$ cat config.mk
export PLATFORM = sky130hd
export DESIGN_NAME = hex_display_ctrl_flat
export DESIGN_NICKNAME = d
export VERILOG_FILES = /design/src/rtl/hex_display_if.sv /design/src/rtl/hex_display_ctrl.sv /design/src/flat_wrapper.sv
export SDC_FILE = /design/constraint.sdc
export NUM_CORES = 1
export LEC_CHECK = 0
export ABC_CLOCK_PERIOD_IN_PS = 2610
export CORE_UTILIZATION = 42
export DETAILED_ROUTE_END_ITERATION = 6
export PLACE_DENSITY_LB_ADDON = 0.15
export SLEW_MARGIN = 15
export SYNTH_ARGS = -nofsm -noshare
export SYNTH_HDL_FRONTEND = slang
export SYNTH_SLANG_ARGS = --single-unit
$ cat constraint.sdc
create_clock -name clk -period 2.61 [get_ports clk]
set_input_delay 0.522 -clock clk [delete_from_list [all_inputs] [get_ports clk]]
set_output_delay 0.522 -clock clk [all_outputs]
set_load 0.01 [all_outputs]
$ cat src/rtl/hex_display_if.sv
// Bus between the CPU display register and hex_display_ctrl.
// With HEX_DISPLAY_BLINK_EN defined the bus also carries the blink request.
interface hex_display_if #(
    parameter int NUM_DIGITS = 6
);
    localparam int DATA_W = 4 * NUM_DIGITS;

    logic                    load;
    logic [DATA_W-1:0]       value;
    logic                    dec_mode;
    logic                    blank_lz;
`ifdef HEX_DISPLAY_BLINK_EN
    logic                    blink;
`endif
    logic                    busy;
    logic [7*NUM_DIGITS-1:0] HEX;

`ifdef HEX_DISPLAY_BLINK_EN
    modport master (output load, value, dec_mode, blank_lz, blink, input busy, HEX);
    modport slave  (input load, value, dec_mode, blank_lz, blink, output busy, HEX);
`else
    modport master (output load, value, dec_mode, blank_lz, input busy, HEX);
    modport slave  (input load, value, dec_mode, blank_lz, output busy, HEX);
`endif
endinterface

$ cat src/rtl/hex_display_ctrl.sv
// Seven-segment controller: hex or decimal (sequential double-dabble) display of one value.
// Optional blinking of the whole display is enabled with the macro HEX_DISPLAY_BLINK_EN.
module hex_display_ctrl #(
    parameter int NUM_DIGITS = 6
`ifdef HEX_DISPLAY_BLINK_EN
    ,
    parameter int BLINK_DIV  = 25_000_000
`endif
) (
    input logic          clk,
    input logic          reset,
    hex_display_if.slave bus
);
    localparam int DATA_W = 4 * NUM_DIGITS;
    localparam int HEX_W  = 7 * NUM_DIGITS;
    localparam int CNT_W  = $clog2(DATA_W + 1);
    localparam logic [6:0] SEG_BLANK = 7'b1111111;
    localparam logic [6:0] SEG_DASH  = 7'b0111111;

    function automatic longint unsigned pow10(input int n);
        longint unsigned p;
        p = 64'd1;
        for (int i = 0; i < n; i++) p = p * 64'd10;
        return p;
    endfunction

    localparam logic [DATA_W-1:0] MAX_DEC = DATA_W'(pow10(NUM_DIGITS) - 64'd1);

    function automatic logic [6:0] glyph(input logic [3:0] d);
        case (d)
            4'h0: glyph = 7'b1000000;
            4'h1: glyph = 7'b1111001;
            4'h2: glyph = 7'b0100100;
            4'h3: glyph = 7'b0110000;
            4'h4: glyph = 7'b0011001;
            4'h5: glyph = 7'b0010010;
            4'h6: glyph = 7'b0000010;
            4'h7: glyph = 7'b1111000;
            4'h8: glyph = 7'b0000000;
            4'h9: glyph = 7'b0010000;
            4'hA: glyph = 7'b0001000;
            4'hB: glyph = 7'b0000011;
            4'hC: glyph = 7'b1000110;
            4'hD: glyph = 7'b0100001;
            4'hE: glyph = 7'b0000110;
            default: glyph = 7'b0001110;
        endcase
    endfunction

    // Walk from the top digit down; blanking stops at the first non-zero digit or digit 0.
    function automatic logic [HEX_W-1:0] render(input logic [DATA_W-1:0] digits,
                                                input logic blank);
        logic [HEX_W-1:0] segs;
        logic             lead;
        segs = '1;
        lead = blank;
        for (int i = NUM_DIGITS - 1; i >= 0; i--) begin
            if (lead && (i != 0) && (digits[4*i +: 4] == 4'h0)) begin
                segs[7*i +: 7] = SEG_BLANK;
            end else begin
                segs[7*i +: 7] = glyph(digits[4*i +: 4]);
                lead = 1'b0;
            end
        end
        return segs;
    endfunction

    function automatic logic [DATA_W-1:0] dabble_adjust(input logic [DATA_W-1:0] bcd);
        logic [DATA_W-1:0] r;
        r = bcd;
        for (int i = 0; i < NUM_DIGITS; i++) begin
            if (bcd[4*i +: 4] >= 4'd5) r[4*i +: 4] = bcd[4*i +: 4] + 4'd3;
        end
        return r;
    endfunction

    typedef enum logic [1:0] {IDLE, CONV, UPDATE} state_t;

    state_t            state_q, state_d;
    logic [CNT_W-1:0]  cnt_q, cnt_d;
    logic [DATA_W-1:0] bcd_q, bcd_d;
    logic [DATA_W-1:0] sh_q, sh_d;
    logic [DATA_W-1:0] bcd_adj;
    logic              blank_q, blank_d;
    logic              ovf_q, ovf_d;
    logic [HEX_W-1:0]  hex_q, hex_d;
    logic              busy_q, busy_d;

    always_comb begin
        state_d = state_q;
        cnt_d   = cnt_q;
        bcd_d   = bcd_q;
        sh_d    = sh_q;
        blank_d = blank_q;
        ovf_d   = ovf_q;
        hex_d   = hex_q;
        bcd_adj = dabble_adjust(bcd_q);
        case (state_q)
            IDLE: begin
                if (bus.load) begin
                    if (bus.dec_mode) begin
                        blank_d = bus.blank_lz;
                        sh_d    = bus.value;
                        bcd_d   = '0;
                        cnt_d   = CNT_W'(DATA_W);
                        ovf_d   = (bus.value > MAX_DEC);
                        state_d = CONV;
                    end else begin
                        hex_d = render(bus.value, bus.blank_lz);
                    end
                end
            end
            CONV: begin
                if (cnt_q == '0) begin
                    state_d = UPDATE;
                end else begin
                    bcd_d = {bcd_adj[DATA_W-2:0], sh_q[DATA_W-1]};
                    sh_d  = {sh_q[DATA_W-2:0], 1'b0};
                    cnt_d = cnt_q - 1'b1;
                end
            end
            UPDATE: begin
                hex_d   = ovf_q ? {NUM_DIGITS{SEG_DASH}} : render(bcd_q, blank_q);
                state_d = IDLE;
            end
            default: state_d = IDLE;
        endcase
        // Registered busy trails the state by one edge and drops together with the HEX write.
        busy_d = (state_q != IDLE) && (state_d != IDLE);
    end

    always_ff @(posedge clk) begin
        if (reset) begin
            state_q <= IDLE;
            cnt_q   <= '0;
            hex_q   <= '1;
            busy_q  <= 1'b0;
        end else begin
            state_q <= state_d;
            cnt_q   <= cnt_d;
            hex_q   <= hex_d;
            busy_q  <= busy_d;
        end
    end

    always_ff @(posedge clk) begin
        bcd_q   <= bcd_d;
        sh_q    <= sh_d;
        blank_q <= blank_d;
        ovf_q   <= ovf_d;
    end

    assign bus.busy = busy_q;

`ifdef HEX_DISPLAY_BLINK_EN
    localparam int BLINK_W = (BLINK_DIV > 1) ? $clog2(BLINK_DIV) : 1;

    logic [BLINK_W-1:0] blink_cnt_q, blink_cnt_d;
    logic               phase_q, phase_d;
    logic               accept;

    always_comb begin
        accept      = (state_q == IDLE) && bus.load;
        blink_cnt_d = blink_cnt_q + 1'b1;
        phase_d     = phase_q;
        if (accept) begin
            blink_cnt_d = '0;
            phase_d     = 1'b0;
        end else if (blink_cnt_q == BLINK_W'(BLINK_DIV - 1)) begin
            blink_cnt_d = '0;
            phase_d     = ~phase_q;
        end
    end

    always_ff @(posedge clk) begin
        if (reset) begin
            blink_cnt_q <= '0;
            phase_q     <= 1'b0;
        end else begin
            blink_cnt_q <= blink_cnt_d;
            phase_q     <= phase_d;
        end
    end

    assign bus.HEX = (bus.blink && phase_q) ? '1 : hex_q;
`else
    assign bus.HEX = hex_q;
`endif
endmodule

$ cat src/flat_wrapper.sv
// flat-port wrapper written by rule: the top's interface ports become plain ports
module hex_display_ctrl_flat 
#(
    parameter int NUM_DIGITS = 6

)
  (clk, reset, bus_load, bus_value, bus_dec_mode, bus_blank_lz, bus_busy, bus_HEX);
  hex_display_if #(.NUM_DIGITS(NUM_DIGITS)) bus_i ();
  input logic clk;
  input logic reset;
  input wire logic [$bits(bus_i.load)-1:0] bus_load;
  input wire logic [$bits(bus_i.value)-1:0] bus_value;
  input wire logic [$bits(bus_i.dec_mode)-1:0] bus_dec_mode;
  input wire logic [$bits(bus_i.blank_lz)-1:0] bus_blank_lz;
  output wire logic [$bits(bus_i.busy)-1:0] bus_busy;
  output wire logic [$bits(bus_i.HEX)-1:0] bus_HEX;
  assign bus_i.load = bus_load;
  assign bus_i.value = bus_value;
  assign bus_i.dec_mode = bus_dec_mode;
  assign bus_i.blank_lz = bus_blank_lz;
  assign bus_busy = bus_i.busy;
  assign bus_HEX = bus_i.HEX;
  hex_display_ctrl #(.NUM_DIGITS(NUM_DIGITS)) u_core (.clk(clk), .reset(reset), .bus(bus_i));
endmodule
Word level (Yosys, flattened, before mapping)
Memories as Yosys holds them, arrays and structs flattened. A register that Yosys moved wholly into a read port is not among the register bits.
Index checks and enable logic that the tools add are counted.
{"block": "classes", "addsub": 7, "n_lt_le_gt_ge": 7, "n_eq_ne": 6, "n_mux": 66, "n_reduce_logical": 30}
{"operator": "$mux 24", "count": 6}
{"operator": "$mux 42", "count": 3}
{"operator": "$pmux 24 s2", "count": 2}
{"operator": "$pmux 42 s2", "count": 1}
{"operator": "$mux 7", "count": 10}
{"operator": "$mux 4", "count": 11}
{"operator": "$logic_not 4->1", "count": 10}
{"operator": "$ge 4x3->1 const B", "count": 6}
{"operator": "$gt 24x20->1 const B", "count": 1}
{"operator": "$mux 1", "count": 24}
{"operator": "$add 4x2->4 const B", "count": 5}
{"operator": "$mux 5", "count": 3}
{"operator": "$logic_and 1x1->1", "count": 11}
{"operator": "$pmux 5 s2", "count": 1}
{"operator": "$ne 2x2->1 const B", "count": 4}
{"operator": "$reduce_bool 2->1", "count": 4}
{"operator": "$mux 2", "count": 3}
{"operator": "$reduce_and 3->1", "count": 2}
{"operator": "$logic_not 5->1", "count": 1}
{"operator": "$sub 5x1->5 const B", "count": 1}
{"operator": "$pmux 2 s2", "count": 1}
{"operator": "$reduce_and 4->1", "count": 1}
{"operator": "$add 3x2->3 const B", "count": 1}
{"operator": "$mux 3", "count": 1}
{"operator": "3 further kinds", "count": 3}
{"block": "totals", "reg_bits": 100, "mem_bits_ro": 1344, "input_bits": 29, "out_inout_bits": 43, "elab_cells": 136, "mem_count": 12}
{"memory": "(name not given)", "words": 16, "word_bits": 7, "rd": 1, "rd_ports_with_merged_regs": 0, "wr": 0, "line": "hex_display_ctrl.sv:30", "source": "case (d)"}
{"memory": "(name not given)", "words": 16, "word_bits": 7, "rd": 1, "rd_ports_with_merged_regs": 0, "wr": 0, "line": "hex_display_ctrl.sv:30"}
{"memory": "(name not given)", "words": 16, "word_bits": 7, "rd": 1, "rd_ports_with_merged_regs": 0, "wr": 0, "line": "hex_display_ctrl.sv:30"}
{"memory": "(name not given)", "words": 16, "word_bits": 7, "rd": 1, "rd_ports_with_merged_regs": 0, "wr": 0, "line": "hex_display_ctrl.sv:30"}
{"memory": "(name not given)", "words": 16, "word_bits": 7, "rd": 1, "rd_ports_with_merged_regs": 0, "wr": 0, "line": "hex_display_ctrl.sv:30"}
{"memory": "(name not given)", "words": 16, "word_bits": 7, "rd": 1, "rd_ports_with_merged_regs": 0, "wr": 0, "line": "hex_display_ctrl.sv:30"}
{"memory": "6 more memories"}

Logic depth before layout (Yosys ltp)
Gate-level depths: netlist of run 1.
{"block": "logic_depth", "word_depth": 26, "ltp_mapped": 13, "ltp_nobuf": 12}

Least setup slack after synthesis of run 1
Ideal clock, no wire load.
{"block": "synth_path", "kind": "register to register", "from": "register u_core.cnt_q[0]", "to": "register with a tool-made name", "setup_ps": 123, "arrival_time_ps": 2766, "required_time_ps": 2487, "setup_slack_ps": -279, "path_stages_with_launch": 11, "path_buffers": 0, "synth_period_minus_slack_ps": 2889, "path_cell_list": "dfxtp_1 > inv_1 > ha_1 > or4b_4 > a21oi_4 > inv_2 > a21boi_0 > inv_1 > ha_1 > mux2i_1 > o22ai_1"}
{"item": "start: declaration", "line": "hex_display_ctrl.sv:80", "source": "logic [CNT_W-1:0] cnt_q, cnt_d;"}
{"item": "start signal: assignment", "line": "hex_display_ctrl.sv:140", "source": "cnt_q <= cnt_d;"}

==> results of run 1 <==
-- worst paths after layout --
| check | start | endpoint | cells past startpoint |
|---|---|---|---|
| max reg2reg | u_core.cnt_q[0]$_SDFFE_PP0N_ | flip-flop | 11 |
| max | u_core.cnt_q[0]$_SDFFE_PP0N_ | flip-flop | 11 |
| min | flip-flop | u_core.bus.HEX[17]$_SDFFE_PP1P_ | 2 |
| min reg2reg | flip-flop | u_core.bus.HEX[17]$_SDFFE_PP1P_ | 2 |
-- metrics by stage --
step                setup TNS (ps)  hold WS [ps]  cell area, sq um
finish                           0           458             11600
detailed placement            -830           453             10800
global placement              -229           446             10800
CTS                              0           463             11300
floorplan                    -87.0           431              9060
global route                 -60.5           491             11600
-- metal layers --
layer	vias up	GRT usage [%]	wire length [um]
li1	3922	-	-
met1	3592	31.3	11900
met2	131	32.4	10300
met3	26	3.47	840
met4	0	5.00	312
met5	-	0	0
-- power groups by stage --
stage | logic (uW) | clock network (uW) | registers [uW]
after floorplan | 1020 | 0 | 2750
after global placement | 1670 | 0 | 2770
after detailed placement | 1680 | 0 | 2770
after CTS | 1690 | 2270 | 2720
after global routing | 1970 | 2340 | 2750
final | 1780 | 2210 | 2720
-- kinds of logic (layout without fill, tap and decap cells) --
logic type,Yosys count,count (layout)
buf+inv,124,299
compound gates,283,283
flops,142,142
simple gates,299,299
fa+ha+maj,86,86
mux,59,59
xor+xnor,16,16
-- cells in the final DEF, fill, tap and decap left out, types with 9 or more instances in the layout --
cell	count
a21oi_1	58
ha_1	76
dfxtp_1	90
edfxtp_1	50
clkdlybuf4s50_1	71
nor2_1	69
mux2i_1	44
o21ai_0	91
nor2b_1	10
buf_4	121
o21ai_2	11
clkbuf_16	19
nor3_1	18
nand2b_1	19
o211ai_1	17
o22ai_1	24
nand3_1	36
xnor2_1	9
mux2_2	9
inv_1	57
nand2_1	98
-- critical path, stage by stage (launching register included) --
cell and delay (ps):
dfxtp_2 320, inv_2 50, ha_2 170, or4b_4 520, a21oi_4 240, buf_6 140, nor3_2 40, a21oi_2 190
inv_1 120, ha_1 210, or3_1 370, o21ai_0 90
-- repair_timing --
| action | in CTS | in global routing |
|---|---|---|
| cloned | 0 | 3 |
| pin swaps | 0 | 5 |
| setup buffers | 0 | 9 |
| endpoints found under the setup margin | 3 | 40 |
| resized for setup | 2 | 43 |
-- layout make-up --
cell class	count	area, sq um
inverters	65	244
flip-flops and latches	142	3350
well taps	275	344
repair buffers	202	1790
clock buffers	18	429
clock inverters	14	101
multi-input cells	743	5340
fillers	1924	9430
==> impl_metrics.csv, run 1 <==
group,metric,value,unit
run_status,outcome,"complete, no violations",
logic_synthesis,synth_common_cells,"o21ai_0 (101), nand2_1 (99), dfxtp_1 (92), ha_1 (86), nor2_1 (70)",
critical_path,ff2ff_setup_slack,70,ps
detailed_routing,wl,23400,um
critical_path,critPathMaxFanout,5,
logic_synthesis,synth-simple-area-share,16.2,%
critical_path,critPathCaptureType,"flip-flop",
logic_synthesis,ys_warn_count,0,
detailed_routing,vias,7671,
critical_path,crit_required,2950,ps
critical_path,critPathKind,"reg -> reg",
sta,hold_viol_final,0,
power_and_ir_drop,p_per_area,579,nW/um^2
power_and_ir_drop,finalPower,6720,uW
finish,n_antenna_cell,0,
logic_synthesis,syn-num-nets,1124,
grt,grt.total_usage,21.3,%
logic_synthesis,synth_top_area_cell,"dfxtp_1",
grt,grt_pass1_vias,7085,
critical_path,worst_setup_path_start_kind,"flip-flop",
power_and_ir_drop,p_sw,1980,uW
grt,grt_pass1_wl,37100,um
floorplanning,die_w,148,um
sta,slew_violations,0,
clock_network,cts_buffers,17,
logic_synthesis,synthMuxAreaShare,7.54,%
placed_design,io_buffer_count,71,
logic_synthesis,syn_inst,1009,
clock_network,cts_root_buf,"clkbuf_16",
clock_network,hold_buffers,0,
logic_synthesis,synth_fa_ha_area_share,12.0,%
logic_synthesis,synth_flop_cell,"dfxtp_1",
floorplanning,rows,53,
logic_synthesis,avgSynthCellArea,8.90,sq um
placed_design,gp_congestion,0.834,
logic_synthesis,synthTopCellsByArea,"dfxtp_1 (21%), edfxtp_1 (17%), ha_1 (12%), o21ai_0 (5.6%), mux2i_1 (4.9%)",
logic_synthesis,yosysMostFrequentCell,"o21ai_0",
power_and_ir_drop,swShare,29.5,%
clock_network,clk-insertion-delay-late,420,ps
finish,area_delta_synth_final,29.1,%
logic_synthesis,ys_seq_area_share,37.2,%
detailed_routing,drtIter0Drc,420,
grt,grt.overflow.total,0,
power_and_ir_drop,pwr-share-comb,26.5,%
grt,grt_max_degree,53,
sta,max-slew-margin-rel,52.8,%
logic_synthesis,synth_top_family_by_area,"compound AO/OA/AOI/OAI gates",
logic_synthesis,yosysUniqueCellTypes,71,
clock_network,tritoncts,"done",
placed_design,post-dp-hpwl,17100,um
logic_synthesis,netlist_area,8980,sq um
sta,final.min_clock_period,2540,ps
logic_synthesis,synth_xor_area_share,1.56,%
detailed_routing,firstDrtPassIters,4,
power_and_ir_drop,p_int,4740,uW
sta,rsz0062_at_grt,"true",
power_and_ir_drop,vdd_drop_max,0.452,mV
power_and_ir_drop,total_leakage_power,0.00486,uW
finish,drive_gt1_share,20.6,%
detailed_routing,wl_per_cell,16.0,um
worst_hold_path,hold_class,"reg -> reg",
clock_network,path_clk_slew,60,ps
power_and_ir_drop,seqPwrFrac,40.5,%
logic_synthesis,synthArstFlopShare,0,%
placed_design,pre_cts_slack,-119,ps
logic_synthesis,synth-edff-count,50,
floorplanning,start_util,42.7,%
floorplanning,core,21000,sq um
finish,nNetsFinal,1286,
finish,stdcell_count,1459,
floorplanning,fp.dieH,148,um
floorplanning,dieArea,22000,sq um
logic_synthesis,synth.top_cell.area_share,20.5,%
sta,tightest_slew,707,ps
sta,fin_skew,8.28,ps
detailed_routing,vias_per_cell,5.26,
job,drv_cap,0,
sta,worst_slack,72.1,ps
sta,clock.fmax,394,MHz
finish,post-route-util,55.1,%
clock_network,ctsHtreeMaxLevel,4,
logic_synthesis,synth-compound-area-share,19.8,%
critical_path,worstPathArrival,2870,ps
power_and_ir_drop,pwr-share-clk,32.9,%
sta,finalCritPeriodShare,97.2,%
logic_synthesis,ys_ff_latch,142,
clock_network,cts_buffer_depth,2,
clock_network,cts.sinks,142,
sta,setup_viol,0,
floorplanning,num_io_pins,72,
detailed_routing,drtAntennaViolNets,0,
detailed_routing,drc,0,
placed_design,dpl.cell_count,1415,
grt,grt_antenna_before_repair,0,
(Power assumes the default switching activity.)
==> run 2: changes to the inputs <==
--- a/config.mk
+++ b/config.mk
@@ -8,6 +8,7 @@
 export ABC_CLOCK_PERIOD_IN_PS = 2610
 export CORE_UTILIZATION = 42
 export DETAILED_ROUTE_END_ITERATION = 6
+export MAX_ROUTING_LAYER = met4
 export PLACE_DENSITY_LB_ADDON = 0.15
 export SLEW_MARGIN = 15
 export SYNTH_ARGS = -nofsm -noshare
==> impl_metrics.csv, run 2 (same netlist as run 1, synthesis figures left out) <==
group,metric,value,unit
finish,area_delta_synth_final,28.4,%
critical_path,cpMaxStageDelayCell,"or4b_4",
sta,final.min_clock_period,2530,ps
placed_design,pre_cts_slack,-119,ps
sta,max-slew-margin-rel,55.2,%
sta,setup_viol,0,
floorplanning,fp.dieH,148,um
sta,clock.fmax,396,MHz
detailed_routing,vias_per_cell,5.26,
power_and_ir_drop,finalPower,6700,uW
grt,grt_pass1_vias,7082,
clock_network,cts_buffers,17,
floorplanning,die_w,148,um
placed_design,gp_congestion,0.847,
grt,grt_pass1_wl,37100,um
finish,layout_commonest_cell,"buf_4",
worst_hold_path,worstHoldEndpoint,"u_core.bus.HEX[17]$_SDFFE_PP1P_",
grt,grt.total_usage,22.0,%
sta,finalCritPeriodShare,96.9,%
placed_design,io_buffer_count,71,
power_and_ir_drop,vdd_drop_max,0.448,mV
floorplanning,num_io_pins,72,
detailed_routing,drtAntennaViolNets,0,
clock_network,cts.sinks,142,
power_and_ir_drop,total_leakage_power,0.00484,uW
detailed_routing,vias,7652,
run_status,outcome,"complete, no violations",
clock_network,hold_buffers,0,
critical_path,worst_setup_path_start_kind,"flip-flop",
critical_path,startpoint,"u_core.cnt_q[0]$_SDFFE_PP0N_",
critical_path,crit_chain,"inv_2, ha_2, or4b_4, nand2_4, buf_4, clkbuf_16, o21ai_2, ha_1, or3b_2, o221a_2",
detailed_routing,drtIter0Drc,450,
grt,grt_antenna_before_repair,0,
worst_hold_path,whs_path_depth,2,
sta,worst_slack,81.7,ps
floorplanning,core,21000,sq um
sta,rsz0062_at_grt,"true",
finish,nNetsFinal,1283,
detailed_routing,firstDrtPassIters,5,
sta,hold_viol_final,0,
finish,n_antenna_cell,0,
sta,tightest_slew,672,ps
sta,fin_skew,10.4,ps
detailed_routing,wl_per_cell,16.0,um
grt,grt_max_degree,53,
floorplanning,dieArea,22000,sq um
power_and_ir_drop,p_per_area,581,nW/um^2
finish,seqCellArea,3350,sq um
critical_path,critPathMaxFanout,12,
grt,grt.overflow.total,0,
clock_network,cts_root_buf,"clkbuf_16",
clock_network,tritoncts,"done",
worst_hold_path,hold_class,"reg -> reg",
critical_path,max_stage_delay,510,ps
placed_design,post-dp-hpwl,17100,um
critical_path,reg2reg_depth,10,
detailed_routing,wl,23300,um
finish,final_cell_mix,"buf_4 (121), nand2_1 (98), o21ai_0 (91)",
sta,slew_violations,0,
clock_network,cts_buffer_depth,2,
clock_network,path_clk_slew,60,ps
critical_path,worstPathArrival,2830,ps
finish,fillCellCount,1933,
finish,multi_input_area,5320,sq um
clock_network,clk-insertion-delay-late,420,ps
critical_path,reg2reg_from,"u_core.cnt_q[0]$_SDFFE_PP0N_",
detailed_routing,drc,0,
critical_path,crit_required,2920,ps
job,drv_cap,0,
floorplanning,start_util,42.7,%
floorplanning,rows,53,
critical_path,critPathCaptureType,"flip-flop",
finish,drive_gt1_share,20.2,%
critical_path,ff2ff_setup_slack,80,ps
clock_network,ctsHtreeMaxLevel,4,
critical_path,critPathKind,"reg -> reg",
[run 2: how the worst max path moves through the flow]
stage / end / slack [ps] / cells past startpoint
after detailed placement: flip-flop / -120 / 8
after global routing: flip-flop / -20 / 11
final: flip-flop / 80 / 10
after global placement: flip-flop / -70 / 8
after floorplan: flip-flop / -60 / 12
after CTS: flip-flop / 0.7 / 11
[run 2: critical path, delay by kind of cell (launching register included)]
family                   cells  cell delay (ps)
AO/OA/AOI/OAI                2              200
adder cells (fa/ha/maj)      2              390
buffers and inverters        3              360
flip-flops                   1              320
AND/OR/NAND/NOR              3             1110
[run 2: timing repair]
| action | CTS | global route |
|---|---|---|
| endpoints found under the setup margin | 3 | 38 |
| cloned | 0 | 3 |
| buffers inserted | 0 | 6 |
| pin swaps | 0 | 4 |
| resized for setup | 2 | 37 |
[run 2: layout make-up]
cell class	instances	area share [%]
timing repair buffer	199	15.2
multi-input combinational	743	46.1
inverter	65	2.11
clock buffer	18	3.72
clock inverter	14	0.878
tap	275	2.98
sequential	142	29.0
[run 2: per-layer routing]
layer / up-vias / global-route usage [%] / wire [um]
li1: 3922 / - / -
met1: 3579 / 31.3 / 12000
met2: 134 / 32.3 / 10200
met3: 17 / 3.71 / 801
met4: 0 / 5.00 / 225
met5: - / - / 0
[run 2: power breakdown]
group / leakage, uW / total (uW) / switching [uW] / internal (uW)
registers: 0.00124 / 2720 / 135 / 2590
clock network: 0.000257 / 2220 / 930 / 1290
logic: 0.00334 / 1760 / 912 / 849
total: 0.00484 / 6700 / 1980 / 4720
[run 2: through the flow]
step / cells / util [%] / hold slack, ps / TNS, ps / instance area (sq um)
global route: 1456 / 54.9 / 491 / -22.5 / 11500
finish: 1456 / 54.9 / 459 / 0 / 11500
CTS: 1447 / 53.8 / 463 / 0 / 11300
floorplan: 1009 / - / 431 / -87.0 / 9060
global placement: 1415 / 51.2 / 446 / -229 / 10800
detailed placement: 1415 / 51.2 / 453 / -830 / 10800
==> run 3: changes to the inputs <==
--- a/config.mk
+++ b/config.mk
@@ -6,6 +6,7 @@
 export NUM_CORES = 1
 export LEC_CHECK = 0
 export ABC_CLOCK_PERIOD_IN_PS = 2610
+export CORE_MARGIN = 4
 export CORE_UTILIZATION = 42
 export DETAILED_ROUTE_END_ITERATION = 6
 export MAX_ROUTING_LAYER = met4
==> impl_metrics.csv, run 3 (same netlist as run 1, synthesis figures left out) <==
group,metric,value,unit
worst_hold_path,whs_path_depth,2,
detailed_routing,firstDrtPassIters,5,
detailed_routing,vias,7670,
clock_network,cts.sinks,142,
floorplanning,start_util,42.7,%
sta,setup_viol,0,
placed_design,post-dp-hpwl,17300,um
clock_network,tritoncts,"done",
critical_path,reg2reg_from,"u_core.cnt_q[0]$_SDFFE_PP0N_",
critical_path,max_stage_delay,510,ps
sta,clock.fmax,394,MHz
detailed_routing,wl,23700,um
floorplanning,num_io_pins,72,
critical_path,ff2ff_setup_slack,70,ps
detailed_routing,drc,0,
worst_hold_path,worstHoldEndpoint,"u_core.bus.HEX[4]$_SDFFE_PP1P_",
clock_network,cts_root_buf,"clkbuf_16",
sta,fin_skew,10.1,ps
grt,grt_pass1_vias,7209,
sta,max-slew-margin-rel,54.0,%
detailed_routing,drtAntennaViolNets,0,
sta,hold_viol_final,0,
finish,n_antenna_cell,0,
sta,final.min_clock_period,2540,ps
sta,slew_violations,0,
placed_design,dpl.cell_count,1408,
critical_path,critPathMaxFanout,6,
critical_path,cpMaxStageDelayCell,"or4b_4",
placed_design,pre_cts_slack,-112,ps
grt,grt_antenna_before_repair,0,
sta,tightest_slew,690,ps
finish,fillCellCount,1921,
clock_network,cts_buffer_depth,2,
sta,finalCritPeriodShare,97.4,%
floorplanning,die_w,154,um
detailed_routing,drtIter0Drc,590,
finish,drive_gt1_share,20.4,%
critical_path,critPathCaptureType,"flip-flop",
floorplanning,core,21000,sq um
power_and_ir_drop,total_leakage_power,0.00484,uW
grt,grt.overflow.total,0,
sta,worst_slack,68.9,ps
job,drv_cap,0,
placed_design,gp_congestion,0.878,
detailed_routing,vias_per_cell,5.28,
power_and_ir_drop,vdd_drop_max,0.349,mV
critical_path,worstPathArrival,2910,ps
run_status,outcome,"complete, no violations",
clock_network,path_clk_slew,60,ps
grt,grt_max_degree,63,
sta,setup_tns,0,ps
critical_path,worst_setup_path_start_kind,"flip-flop",
grt,grt.total_usage,20.3,%
floorplanning,fp.dieH,154,um
critical_path,crit_required,2980,ps
finish,layout_commonest_cell,"buf_4",
finish,nNetsFinal,1281,
detailed_routing,wl_per_cell,16.3,um
placed_design,io_buffer_count,71,
clock_network,clk-insertion-delay-late,430,ps
finish,area_delta_synth_final,28.5,%
critical_path,reg2reg_depth,11,
finish,final_cell_mix,"buf_4 (118), nand2_1 (98), o21ai_0 (93)",
floorplanning,dieArea,23800,sq um
critical_path,crit_chain,"inv_2, ha_4, or4b_4, a21oi_4, buf_6, buf_4, o21ai_0, o21ai_1, clkdlybuf4s15_2, nand2b_1, o221a_2",
critical_path,critPathKind,"reg -> reg",
finish,stdcell_count,1454,
clock_network,cts_buffers,17,
power_and_ir_drop,p_per_area,596,nW/um^2
worst_hold_path,hold_class,"reg -> reg",
clock_network,hold_buffers,0,
floorplanning,rows,53,
grt,grt_pass1_wl,38300,um
clock_network,ctsHtreeMaxLevel,4,
==> run 3: cell count changes in the layout (fill, tap and decap cells not counted), moves of 3 or more <==
cell	delta
buf_4	-3
buf_6	+4
clkinv_1	-5
clkinv_2	-3
clkinv_4	+3
inv_6	+4
==> run 3: where the power goes <==
group          switching (uW)  internal [uW]  leakage, uW
Sequential                131           2590      0.00124
Combinational             917            837      0.00330
Clock                    1010           1400     0.000296
==> run 3: routing by layer <==
| metal | vias up | part of all wire, % | track usage (%) | routed length (um) |
|---|---|---|---|---|
| met5 | - | 0 | - | 0 |
| met4 | 0 | 0.94 | 4.04 | 223 |
| met3 | 11 | 4.3 | 3.97 | 1030 |
| met2 | 161 | 45 | 30.2 | 10600 |
| met1 | 3562 | 50 | 29.0 | 11800 |
| li1 | 3936 | - | - | - |
==> run 3: cell type report <==
class	instances	area (sq um)	area share [%]
Inverter	65	244	2.11
Multi-Input combinational cell	743	5310	46.0
Timing Repair Buffer	197	1710	14.8
Clock buffer	21	503	4.36
Clock inverter	11	90.1	0.780
Tap cell	275	344	2.98
Sequential cell	142	3350	29.0
==> run 3: through the flow <==
stage	hold WS, ps	power (uW)	utilization (%)	instance area [sq um]
6_report	462	6880	54.9	11500
3_3_place_gp	448	4420	50.9	10700
3_5_place_dp	448	4430	50.9	10700
4_1_cts	469	6870	53.8	11300
2_1_floorplan	431	3770	-	9060
5_1_grt	490	7260	54.9	11500
==> run 3: how the worst max path moves through the flow <==
stage | from | endpoint | slack (ps) | depth (start not counted)
2_1_floorplan | u_core.cnt_q[1]$_SDFFE_PP0N_ | flip-flop | -60 | 12
3_3_place_gp | bus_dec_mode | flip-flop | -80 | 10
3_5_place_dp | bus_dec_mode | flip-flop | -110 | 10
4_1_cts | u_core.cnt_q[1]$_SDFFE_PP0N_ | flip-flop | 9 | 11
5_1_grt | u_core.cnt_q[0]$_SDFFE_PP0N_ | flip-flop | -20 | 11
6_report | u_core.cnt_q[0]$_SDFFE_PP0N_ | flip-flop | 70 | 11
==> run 3: worst max-delay path: cells and delay by family, from the launching register on <==
kind / cells / cell delay, ps
AO/OA/AOI/OAI: 4 / 760
adder cells (fa/ha/maj): 1 / 120
buffers and inverters: 4 / 610
flip-flops: 1 / 330
AND/OR/NAND/NOR: 2 / 660
==> run 3: what timing repair did <==
action / 4_1_cts / 5_1_grt
setup endpoints to repair: 5 / 34
pin swaps: 1 / 3
gates resized for setup: 2 / 37
buffers inserted: 3 / 9
gates cloned: 0 / 2
